[src/rtl/id_ex_operand_stage.sv]
// ID/EX register: captures decode fields, resolves RAW operands by EX/MEM/WB forwarding, one-bubble load-use stall.
// Latency 1 cycle; o_ready drops while EX stalls or on a load-use hazard, and the held packet stays stable until drained.
module id_ex_operand_stage #(
  parameter int XLEN      = 32,
  parameter int PAYLOAD_W = 96
) (
  input  logic                 i_clk,
  input  logic                 i_reset,
  input  logic                 i_flush,
  input  logic                 i_valid,
  output logic                 o_ready,
  input  logic [PAYLOAD_W-1:0] i_payload,
  input  logic [4:0]           i_rs1_addr,
  input  logic [4:0]           i_rs2_addr,
  input  logic [4:0]           i_rd_addr,
  input  logic                 i_rd_wren,
  input  logic                 i_is_load,
  input  logic [XLEN-1:0]      i_rf_rs1_data,
  input  logic [XLEN-1:0]      i_rf_rs2_data,
  input  logic [XLEN-1:0]      i_ex_rd_data,
  input  logic [4:0]           i_mem_rd_addr,
  input  logic                 i_mem_rd_wren,
  input  logic [XLEN-1:0]      i_mem_rd_data,
  input  logic [4:0]           i_wb_rd_addr,
  input  logic                 i_wb_rd_wren,
  input  logic [XLEN-1:0]      i_wb_rd_data,
  input  logic                 i_ex_ready,
  output logic                 o_valid,
  output logic [PAYLOAD_W-1:0] o_payload,
  output logic [XLEN-1:0]      o_rs1_data,
  output logic [XLEN-1:0]      o_rs2_data,
  output logic [4:0]           o_rd_addr,
  output logic                 o_rd_wren,
  output logic                 o_is_load
);

  logic                 valid_q, valid_d;
  logic [PAYLOAD_W-1:0] payload_q, payload_d;
  logic [XLEN-1:0]      rs1_data_q, rs1_data_d;
  logic [XLEN-1:0]      rs2_data_q, rs2_data_d;
  logic [4:0]           rd_addr_q, rd_addr_d;
  logic                 rd_wren_q, rd_wren_d;
  logic                 is_load_q, is_load_d;

  logic                 load_use;
  logic                 accept;
  logic                 drain;
  logic [XLEN-1:0]      rs1_fwd;
  logic [XLEN-1:0]      rs2_fwd;

  // A load's data only exists in MEM, so the EX path never forwards a load.
  function automatic logic [XLEN-1:0] resolve(input logic [4:0]      src,
                                               input logic [XLEN-1:0] rf_data);
    if (src == 5'd0)
      return '0;
    else if (valid_q && rd_wren_q && !is_load_q && (rd_addr_q == src))
      return i_ex_rd_data;
    else if (i_mem_rd_wren && (i_mem_rd_addr == src))
      return i_mem_rd_data;
    else if (i_wb_rd_wren && (i_wb_rd_addr == src))
      return i_wb_rd_data;
    else
      return rf_data;
  endfunction

  always_comb begin
    load_use = valid_q & is_load_q & rd_wren_q & (rd_addr_q != 5'd0) & i_valid &
               ((i_rs1_addr == rd_addr_q) | (i_rs2_addr == rd_addr_q));
    o_ready  = (~valid_q | i_ex_ready) & ~load_use;
    accept   = i_valid & o_ready;
    drain    = valid_q & i_ex_ready;
    rs1_fwd  = resolve(i_rs1_addr, i_rf_rs1_data);
    rs2_fwd  = resolve(i_rs2_addr, i_rf_rs2_data);
  end

  always_comb begin
    valid_d    = valid_q;
    payload_d  = payload_q;
    rs1_data_d = rs1_data_q;
    rs2_data_d = rs2_data_q;
    rd_addr_d  = rd_addr_q;
    rd_wren_d  = rd_wren_q;
    is_load_d  = is_load_q;
    if (i_flush) begin
      valid_d = 1'b0;
    end else if (accept) begin
      valid_d    = 1'b1;
      payload_d  = i_payload;
      rs1_data_d = rs1_fwd;
      rs2_data_d = rs2_fwd;
      rd_addr_d  = i_rd_addr;
      rd_wren_d  = i_rd_wren;
      is_load_d  = i_is_load;
    end else if (drain) begin
      valid_d = 1'b0;
    end
  end

  always_ff @(posedge i_clk or negedge i_reset) begin
    if (!i_reset) begin
      valid_q    <= 1'b0;
      payload_q  <= '0;
      rs1_data_q <= '0;
      rs2_data_q <= '0;
      rd_addr_q  <= '0;
      rd_wren_q  <= 1'b0;
      is_load_q  <= 1'b0;
    end else begin
      valid_q    <= valid_d;
      payload_q  <= payload_d;
      rs1_data_q <= rs1_data_d;
      rs2_data_q <= rs2_data_d;
      rd_addr_q  <= rd_addr_d;
      rd_wren_q  <= rd_wren_d;
      is_load_q  <= is_load_d;
    end
  end

  assign o_valid    = valid_q;
  assign o_payload  = payload_q;
  assign o_rs1_data = rs1_data_q;
  assign o_rs2_data = rs2_data_q;
  assign o_rd_addr  = rd_addr_q;
  assign o_rd_wren  = rd_wren_q;
  assign o_is_load  = is_load_q;

endmodule

[config.mk]
export PLATFORM = sky130hd
export DESIGN_NAME = id_ex_operand_stage
export DESIGN_NICKNAME = d
export VERILOG_FILES = /design/src/rtl/id_ex_operand_stage.sv
export SDC_FILE = /design/constraint.sdc
export NUM_CORES = 1
export LEC_CHECK = 0
export ABC_AREA = 0
export ABC_CLOCK_PERIOD_IN_PS = 3300
export CORE_AREA = 5 5 174 176
export CTS_BUF_LIST = sky130_fd_sc_hd__clkbuf_16
export DETAILED_ROUTE_END_ITERATION = 6
export DIE_AREA = 0 0 179 181
export GPL_TIMING_DRIVEN = 0
export PLACE_DENSITY_LB_ADDON = 0.3
export SLEW_MARGIN = 20
export SYNTH_ARGS = -nofsm -noshare
export SYNTH_HDL_FRONTEND = slang
export SYNTH_SLANG_ARGS = --single-unit
[constraint.sdc]
create_clock -name i_clk -period 3.3 [get_ports i_clk]
set_input_delay 0.33 -clock i_clk [delete_from_list [all_inputs] [get_ports i_clk]]
set_output_delay 0.33 -clock i_clk [all_outputs]
set_load 0.005 [all_outputs]
==> results.txt, run 1 <==
----------------------------------------------------
[Outcome]
  Status ... complete, no violations

[Clock network]
  H-tree depth ... 4
  Cells resized by post-CTS repair ... 0
  # clock sinks ... 168
  Clock root buffer ... sky130_fd_sc_hd__clkbuf_16
  TritonCTS clock tree ... yes
  Number of CTS-inserted buffers ... 17
  Clock transition at the registers of the reported paths ... 0.08 ns
  Maximum root-to-sink buffer count ... 2
  Clock insertion delay at the later pin of the skew report ... 0.42 ns

[Synthesis]
  Synthesized instance count ... 707
  Seq/Total Area, Yosys ... 50.5%
  Total of flip-flops plus latches after synthesis ... 168
  Average instance area after synthesis ... 11.8 sq um
  Area share of the largest cell type after synthesis ... 50.5%
  Library cell with the largest summed area after synthesis ... sky130_fd_sc_hd__dfrtp_1
  Most area-consuming cells after synthesis ... sky130_fd_sc_hd__dfrtp_1 (50%), sky130_fd_sc_hd__mux2_1 (13%), sky130_fd_sc_hd__mux2i_1 (7.7%)
  Post-Syn Area ... 8330 sq um
  Post-synth cell types ... 28
  Number of synthesis warnings ... 0
  Syn Nets ... 997

[Power]
  Net switching component of the power ... 1.79 mW
  Leak Pwr ... 6.10 nW
  Pwr per Cell Area ... 474 nW/um^2
  Clock network fraction of total power ... 32.3%
  Net switching share of the total power ... 26.8%
  Design Power ... 6.67 mW
  Sequential cell fraction of total power ... 39.3%
  Gate power share ... 28.5%
  Internal power component ... 4.88 mW
  VDD IR max ... 377 uV

[Drt]
  Routed WL ... 34300 um
  Post-DRT Antenna Nets ... 0
  Vias ... 7783
  Remaining routing DRC violations ... 0
  Average vias per placed instance ... 4.90
  Detailed-routing iteration count for the pre-antenna-repair pass ... 5
  Average routed wire per standard cell ... 21.6 um
  Detailed router's first-iteration violation count ... 397

[Setup path]
  Startpoint types ... input port
  Worst Setup SP ... i_rs2_addr[3]
  Required time reported for the critical path endpoint ... 3.58 ns
  Critical R2R Capture ... o_payload[85]$_DFFE_PN0P_
  Type of the worst setup path ... input port to register
  Capturing instance or port of the critical path ... o_payload[85]$_DFFE_PN0P_
  Reg-to-reg slack, setup ... 0.40 ns
  Arrival time at the worst endpoint ... 3.19 ns
  Crit end category ... register
  Number of cells on the worst reg-to-reg path ... 7
  Largest driver fanout on the critical path ... 10
  Critical register-to-register path startpoint ... o_rd_addr[3]$_DFFE_PN0P_

[Global route]
  First-pass GRT wire length ... 50200 um
  GRT Util Overall ... 20.2%
  Number of global-route vias before repair ... 8320
  GRT met2 Usage ... 33.4%
  Total global routing overflow ... 0
  Maximum number of pins on one net before global-route repair ... 92
  Global-route layer with the greatest usage ... met2
  Met1 track demand over resource ... 23.4%
  Initial antenna violation count ... 11
  Met3 usage in global routing ... 8.55%

[Floorplan]
  Cell Rows ... 62
  Number of top-level pins ... 459
  Horiz. Die Dim ... 179 um
  Die area ... 32400 sq um
  Area of the core ... 28500 sq um
  Starting utilization of the core area ... 29.3%
  Die Height ... 181 um

[STA]
  Max Fclk ... 344 MHz
  Fraction of the cycle the final worst path needs ... 88.0%
  Worst-case hold slack ... 0.449 ns
  Normalized max-slew margin ... 37.0%
  Number of pins exceeding their max-slew limit in the final report ... 0
  Number of endpoints failing setup at the final stage ... 0
  Slew at the pin closest to its max-slew limit ... 0.937 ns
  Unrepaired setup endpoints after global routing ... false
  Clock Skew ... 0.0152 ns
  Final period demand of the worst path ... 2.90 ns
  Setup TNS after final layout ... 0 ns
  Hold Fails Final Rpt ... 0

[Layout]
  Commonest non-fill, non-tap cell in the layout ... sky130_fd_sc_hd__clkdlybuf4s50_1
  Post-layout net count ... 1476
  Fillcell total ... 2655
  Fraction of layout instances using a drive strength above 1 ... 5.34%
  Most frequent cells in the layout ... sky130_fd_sc_hd__clkdlybuf4s50_1 (457), sky130_fd_sc_hd__dfrtp_1 (168), sky130_fd_sc_hd__mux2_1 (99)
  Area growth from synthesis to layout ... 69.0%
  Count of non-filler cells in the finished layout ... 1589

[Flow run]
  Max capacitance violation total ... 0

[Place]
  Detailed placer's ending HPWL ... 26800 um
  Final weighted congestion of routability-driven global placement ... 0.840
  Number of placed cells counting well taps ... 1550
  Port-buffer cells ... 458

[Hold path]
  Worst hold-check path type ... input port to asynchronous set/reset pin

----------------------------------------------------
[worst min-delay path by stage]
| stage | slack [ns] | depth (start not counted) | to | start |
|---|---|---|---|---|
| 2_1_floorplan | 0.03 | 0 | o_is_load$_DFFE_PN0P_ | i_reset |
| 3_3_place_gp | 0.47 | 1 | o_payload[20]$_DFFE_PN0P_ | o_payload[20]$_DFFE_PN0P_ |
| 3_5_place_dp | 0.36 | 1 | o_payload[87]$_DFFE_PN0P_ | i_reset |
| 4_1_cts | 0.46 | 2 | o_payload[27]$_DFFE_PN0P_ | i_payload[27] |
| 5_1_grt | 0.48 | 2 | o_payload[3]$_DFFE_PN0P_ | i_payload[3] |
| 6_report | 0.45 | 2 | o_payload[27]$_DFFE_PN0P_ | i_reset |
[cells in the mapped netlist (all sizes together)]
cell,count
xor2,26
buf,29
dfrtp,168
o311ai,1
nand2,67
a22oi,1
nor2b,1
nand3,1
a21o,64
mux2i,64
nand3b,1
mux2,103
o21ai,65
nand2b,1
xnor2,4
nand4,1
clkbuf,22
and3,3
or4,3
a22o,64
o31a,1
nor4,6
nor2,7
nor3,4
[state kept, by name (all words and copies together), names as in the netlist]
register,flops
o_payload,96
o_rs1_data,32
o_rs2_data,32
o_rd_addr,5
o_is_load,1
o_rd_wren,1
o_valid,1
[power groups by stage]
stage | Combinational (mW) | Sequential, mW | Clock [mW]
2_1_floorplan | 0.546 | 2.66 | 0
3_3_place_gp | 1.90 | 2.64 | 0
3_5_place_dp | 1.91 | 2.66 | 0
4_1_cts | 1.93 | 2.62 | 2.22
5_1_grt | 2.03 | 2.67 | 2.30
6_report | 1.90 | 2.62 | 2.15
[cell families (layout without fill, tap and decap cells)]
| family | Yosys count | count (layout) | synth area share [%] |
|---|---|---|---|
| muxes | 167 | 167 | 21.6 |
| and+or+nand+nor | 95 | 95 | 4.90 |
| DFF | 168 | 168 | 50.5 |
| AOI/OAI and AO/OA | 196 | 196 | 16.9 |
| buffers and inverters | 51 | 543 | 2.97 |
| xor gates and xnor gates | 30 | 30 | 3.15 |
| other | 0 | 6 | 0 |
[final cells by class]
cell class	instances	area (sq um)	area share [%]
well taps	384	480	3.41
clock buffers	17	425	3.02
multi-input cells	488	3890	27.6
plain buffers	51	248	1.76
clock inverters	15	189	1.34
flip-flops and latches	168	4200	29.9
repair buffers	460	4630	32.9
diodes	6	15.0	0.107
[worst max-delay path, cell delays in order]
cell	delay, ns
sky130_fd_sc_hd__clkdlybuf4s50_1	0.52
sky130_fd_sc_hd__xor2_1	0.19
sky130_fd_sc_hd__nor3_1	0.28
sky130_fd_sc_hd__a22oi_1	0.20
sky130_fd_sc_hd__o311ai_4	0.60
sky130_fd_sc_hd__buf_2	0.43
sky130_fd_sc_hd__buf_4	0.27
sky130_fd_sc_hd__mux2_1	0.34
[metal layers]
metal  part of all wire, %  wire, um  up-vias
met2                    48     16400      374
met3                    12      3960       60
met4                   2.7       933       12
met1                    38     12900     3788
met5                  0.22        76        -
li1                      -         -     3549
[metrics by stage]
step	setup WS (ns)	instance area [sq um]	util, %
global route	0.241	14100	49.4
finish	0.397	14100	49.5
global placement	-5.51	13400	47.1
CTS	0.376	14100	49.4
floorplan	1.07	8330	-
detailed placement	-0.0119	13400	47.2
[timing repair]
item	in CTS	in global routing
setup endpoints to repair	0	0
hold buffers	1	0
setup buffers	0	0
endpoints found under the hold margin	77	0
No activity file was read; power rests on OpenSTA's default activity.
==> inputs of run 2 (changes only) <==
- CTS_CLUSTER_DIAMETER: not set -> 50
==> results of run 2 <==
The final DEF is identical to that of run 1; final timing and power are the same.
==> inputs of run 3 (changes only) <==
- CORE_AREA: 5 5 174 176 -> 5 5 175 177
- DIE_AREA: 0 0 179 181 -> 0 0 180 182
==> run 3 against run 2 <==
- flip-flop and latch count stayed put
- critical path depth decreased by 2
- clock-buffer cell count is the same
- clock power is 8% lower
- maximum frequency down 2.6%
- critical path type is now register to register
- critical endpoint is now o_rs2_data[27]$_DFFE_PN0P_
==> results.txt, run 3 (same netlist as run 1, synthesis figures left out) <==
----------------------------------------------------
[Outcome]
  Status ... complete, no violations

[STA]
  Max Fclk ... 335 MHz (-2.6%)
  Slew at the pin closest to its max-slew limit ... 0.999 ns (+0.0620 ns)
  Number of pins exceeding their max-slew limit in the final report ... 0 (unchanged)
  Unrepaired setup endpoints after global routing ... false
  Hold Fails Final Rpt ... 0 (unchanged)
  Final period demand of the worst path ... 2.98 ns (+0.0780 ns)
  Fraction of the cycle the final worst path needs ... 90.3% (+2.4 points)
  Clock Skew ... 0.0135 ns (-0.00170 ns)
  Normalized max-slew margin ... 32.9% (-4.2 points)
  Number of endpoints failing setup at the final stage ... 0 (unchanged)

[Setup path]
  Reg-to-reg slack, setup ... 0.32 ns (-0.08 ns)
  Number of cells on the worst reg-to-reg path ... 6 (-1)
  Required time reported for the critical path endpoint ... 3.66 ns (+0.08 ns)
  Arrival time at the worst endpoint ... 3.34 ns (+0.15 ns)
  Critical R2R Capture ... o_rs2_data[27]$_DFFE_PN0P_
  Worst Setup SP ... o_rd_addr[1]$_DFFE_PN0P_
  Critical register-to-register path startpoint ... o_rd_addr[1]$_DFFE_PN0P_
  Capturing instance or port of the critical path ... o_rs2_data[27]$_DFFE_PN0P_
  Crit end category ... register
  Largest driver fanout on the critical path ... 10 (unchanged)
  Startpoint types ... register
  Type of the worst setup path ... register to register

[Clock network]
  Maximum root-to-sink buffer count ... 2 (unchanged)
  Clock root buffer ... sky130_fd_sc_hd__clkbuf_16
  Number of CTS-inserted buffers ... 17 (unchanged)
  Clock insertion delay at the later pin of the skew report ... 0.43 ns (about the same)
  # clock sinks ... 168 (unchanged)
  H-tree depth ... 4 (unchanged)
  TritonCTS clock tree ... yes
  Clock transition at the registers of the reported paths ... 0.07 ns (about the same)

[Layout]
  Final core utilization ... 48.2% (-1.3 points)
  Area growth from synthesis to layout ... 68.2%
  Fraction of layout instances using a drive strength above 1 ... 5.34% (unchanged)
  Most frequent cells in the layout ... sky130_fd_sc_hd__clkdlybuf4s50_1 (457), sky130_fd_sc_hd__dfrtp_1 (168), sky130_fd_sc_hd__mux2_1 (99)
  Max reg flops ... 96 (unchanged)
  Post-layout net count ... 1476 (unchanged)
  Commonest non-fill, non-tap cell in the layout ... sky130_fd_sc_hd__clkdlybuf4s50_1

[Floorplan]
  Die area ... 32800 sq um (+1.1%)
  Number of top-level pins ... 459 (unchanged)
  Die Height ... 182 um (+0.55%)
  Cell Rows ... 63 (+1.6%)
  Starting utilization of the core area ... 28.6% (-0.62 points)
  Horiz. Die Dim ... 180 um (+0.56%)
  Area of the core ... 29100 sq um (+2.2%)

[Drt]
  Post-DRT Antenna Nets ... 0 (unchanged)
  Routed WL ... 35000 um (+2.0%)
  Detailed router's first-iteration violation count ... 404 (+1.8%)
  Average routed wire per standard cell ... 22.0 um (+1.9%)
  Vias ... 7633 (-1.9%)
  Average vias per placed instance ... 4.80 (-2.0%)
  Remaining routing DRC violations ... 0 (unchanged)
  Detailed-routing iteration count for the pre-antenna-repair pass ... 4 (-1)

[Power]
  Leak Pwr ... 6.07 nW (-0.51%)
  Design Power ... 6.50 mW (-2.5%)
  VDD IR max ... 272 uV (-28%)
  Pwr per Cell Area ... 464 nW/um^2 (-2.1%)

[Place]
  Port-buffer cells ... 458 (unchanged)
  Detailed placer's ending HPWL ... 27400 um (+2.4%)
  Final weighted congestion of routability-driven global placement ... 0.884 (+5.3%)

[Hold path]
  Worst hold-check path type ... input port to asynchronous set/reset pin

[Flow run]
  Max capacitance violation total ... 0 (unchanged)

[Global route]
  First-pass GRT wire length ... 52700 um (+5.0%)
  Initial antenna violation count ... 2 (-9)
  Number of global-route vias before repair ... 8541 (+2.7%)
  Total global routing overflow ... 0 (unchanged)
  Maximum number of pins on one net before global-route repair ... 89 (-3.3%)
  GRT Util Overall ... 20.9% (+0.68 points)

----------------------------------------------------
[run 3: cell types whose count changed in the layout (fill, tap and decap cells not counted), moves of 2 or more]
cell / before / now
sky130_fd_sc_hd__diode_2: 6 / 1
sky130_fd_sc_hd__clkinv_2: 0 / 4
sky130_fd_sc_hd__bufinv_16: 3 / 1
sky130_fd_sc_hd__clkinv_1: 0 / 2
sky130_fd_sc_hd__inv_1: 2 / 0
sky130_fd_sc_hd__inv_6: 4 / 2
[run 3: worst min-delay path by stage]
stage               cells past startpoint                         end  slack [ns]                      start
floorplan                               0       o_is_load$_DFFE_PN0P_        0.03                    i_reset
global placement                        1   o_payload[79]$_DFFE_PN0P_        0.47  o_payload[79]$_DFFE_PN0P_
detailed placement                      1  o_rs1_data[19]$_DFFE_PN0P_        0.36                    i_reset
CTS                                     2   o_payload[55]$_DFFE_PN0P_        0.46              i_payload[55]
global route                            2   o_payload[60]$_DFFE_PN0P_        0.46              i_payload[60]
finish                                  2  o_rs1_data[19]$_DFFE_PN0P_        0.48                    i_reset
[run 3: report_power, final]
group | total (mW) | internal [mW] | switching (mW)
sequential | 2.62 | 2.41 | 0.213
combinational | 1.91 | 1.26 | 0.648
clock | 1.97 | 1.04 | 0.926
[run 3: area by class of cell]
class / instances / area (sq um)
flip-flops and latches: 168 / 4200
repair buffers: 460 / 4630
well taps: 390 / 488
clock inverters: 15 / 129
clock buffers: 17 / 425
fillers: 2679 / 15100
diodes: 1 / 2.50
multi-input cells: 488 / 3890
plain buffers: 51 / 248
[run 3: repair_timing]
action	4_1_cts	5_1_grt
hold endpoints to repair	80	0
buffers inserted	0	0
gates resized for setup	0	0
hold buffers	1	0
[run 3: routing by layer]
metal | vias up | global-route usage, % | share of wire (%)
met5 | - | 0 | 0.057
met3 | 33 | 7.51 | 7.9
met2 | 322 | 36.1 | 50
met4 | 2 | 5.15 | 1.7
met1 | 3739 | 24.8 | 40
li1 | 3537 | - | -
[run 3: stage by stage]
step	hold slack, ns	setup WS (ns)	cells	cell area [sq um]	setup TNS, ns
floorplan	0.0344	1.07	707	8330	0
global placement	0.472	-5.50	1555	13400	-937.49
detailed placement	0.363	-0.138	1556	13400	-3.60
CTS	0.464	0.307	1589	14000	0
global route	0.461	0.175	1590	14000	0
finish	0.482	0.319	1590	14000	0
[run 3: worst max-delay path, cell delays in order (launching register included)]
cell                       delay (ns)
sky130_fd_sc_hd__dfrtp_1         0.44
sky130_fd_sc_hd__or4_1           0.53
sky130_fd_sc_hd__nor2_1          0.28
sky130_fd_sc_hd__o311ai_4        0.22
sky130_fd_sc_hd__nor3_1          0.86
sky130_fd_sc_hd__buf_2           0.41
sky130_fd_sc_hd__a21o_1          0.17
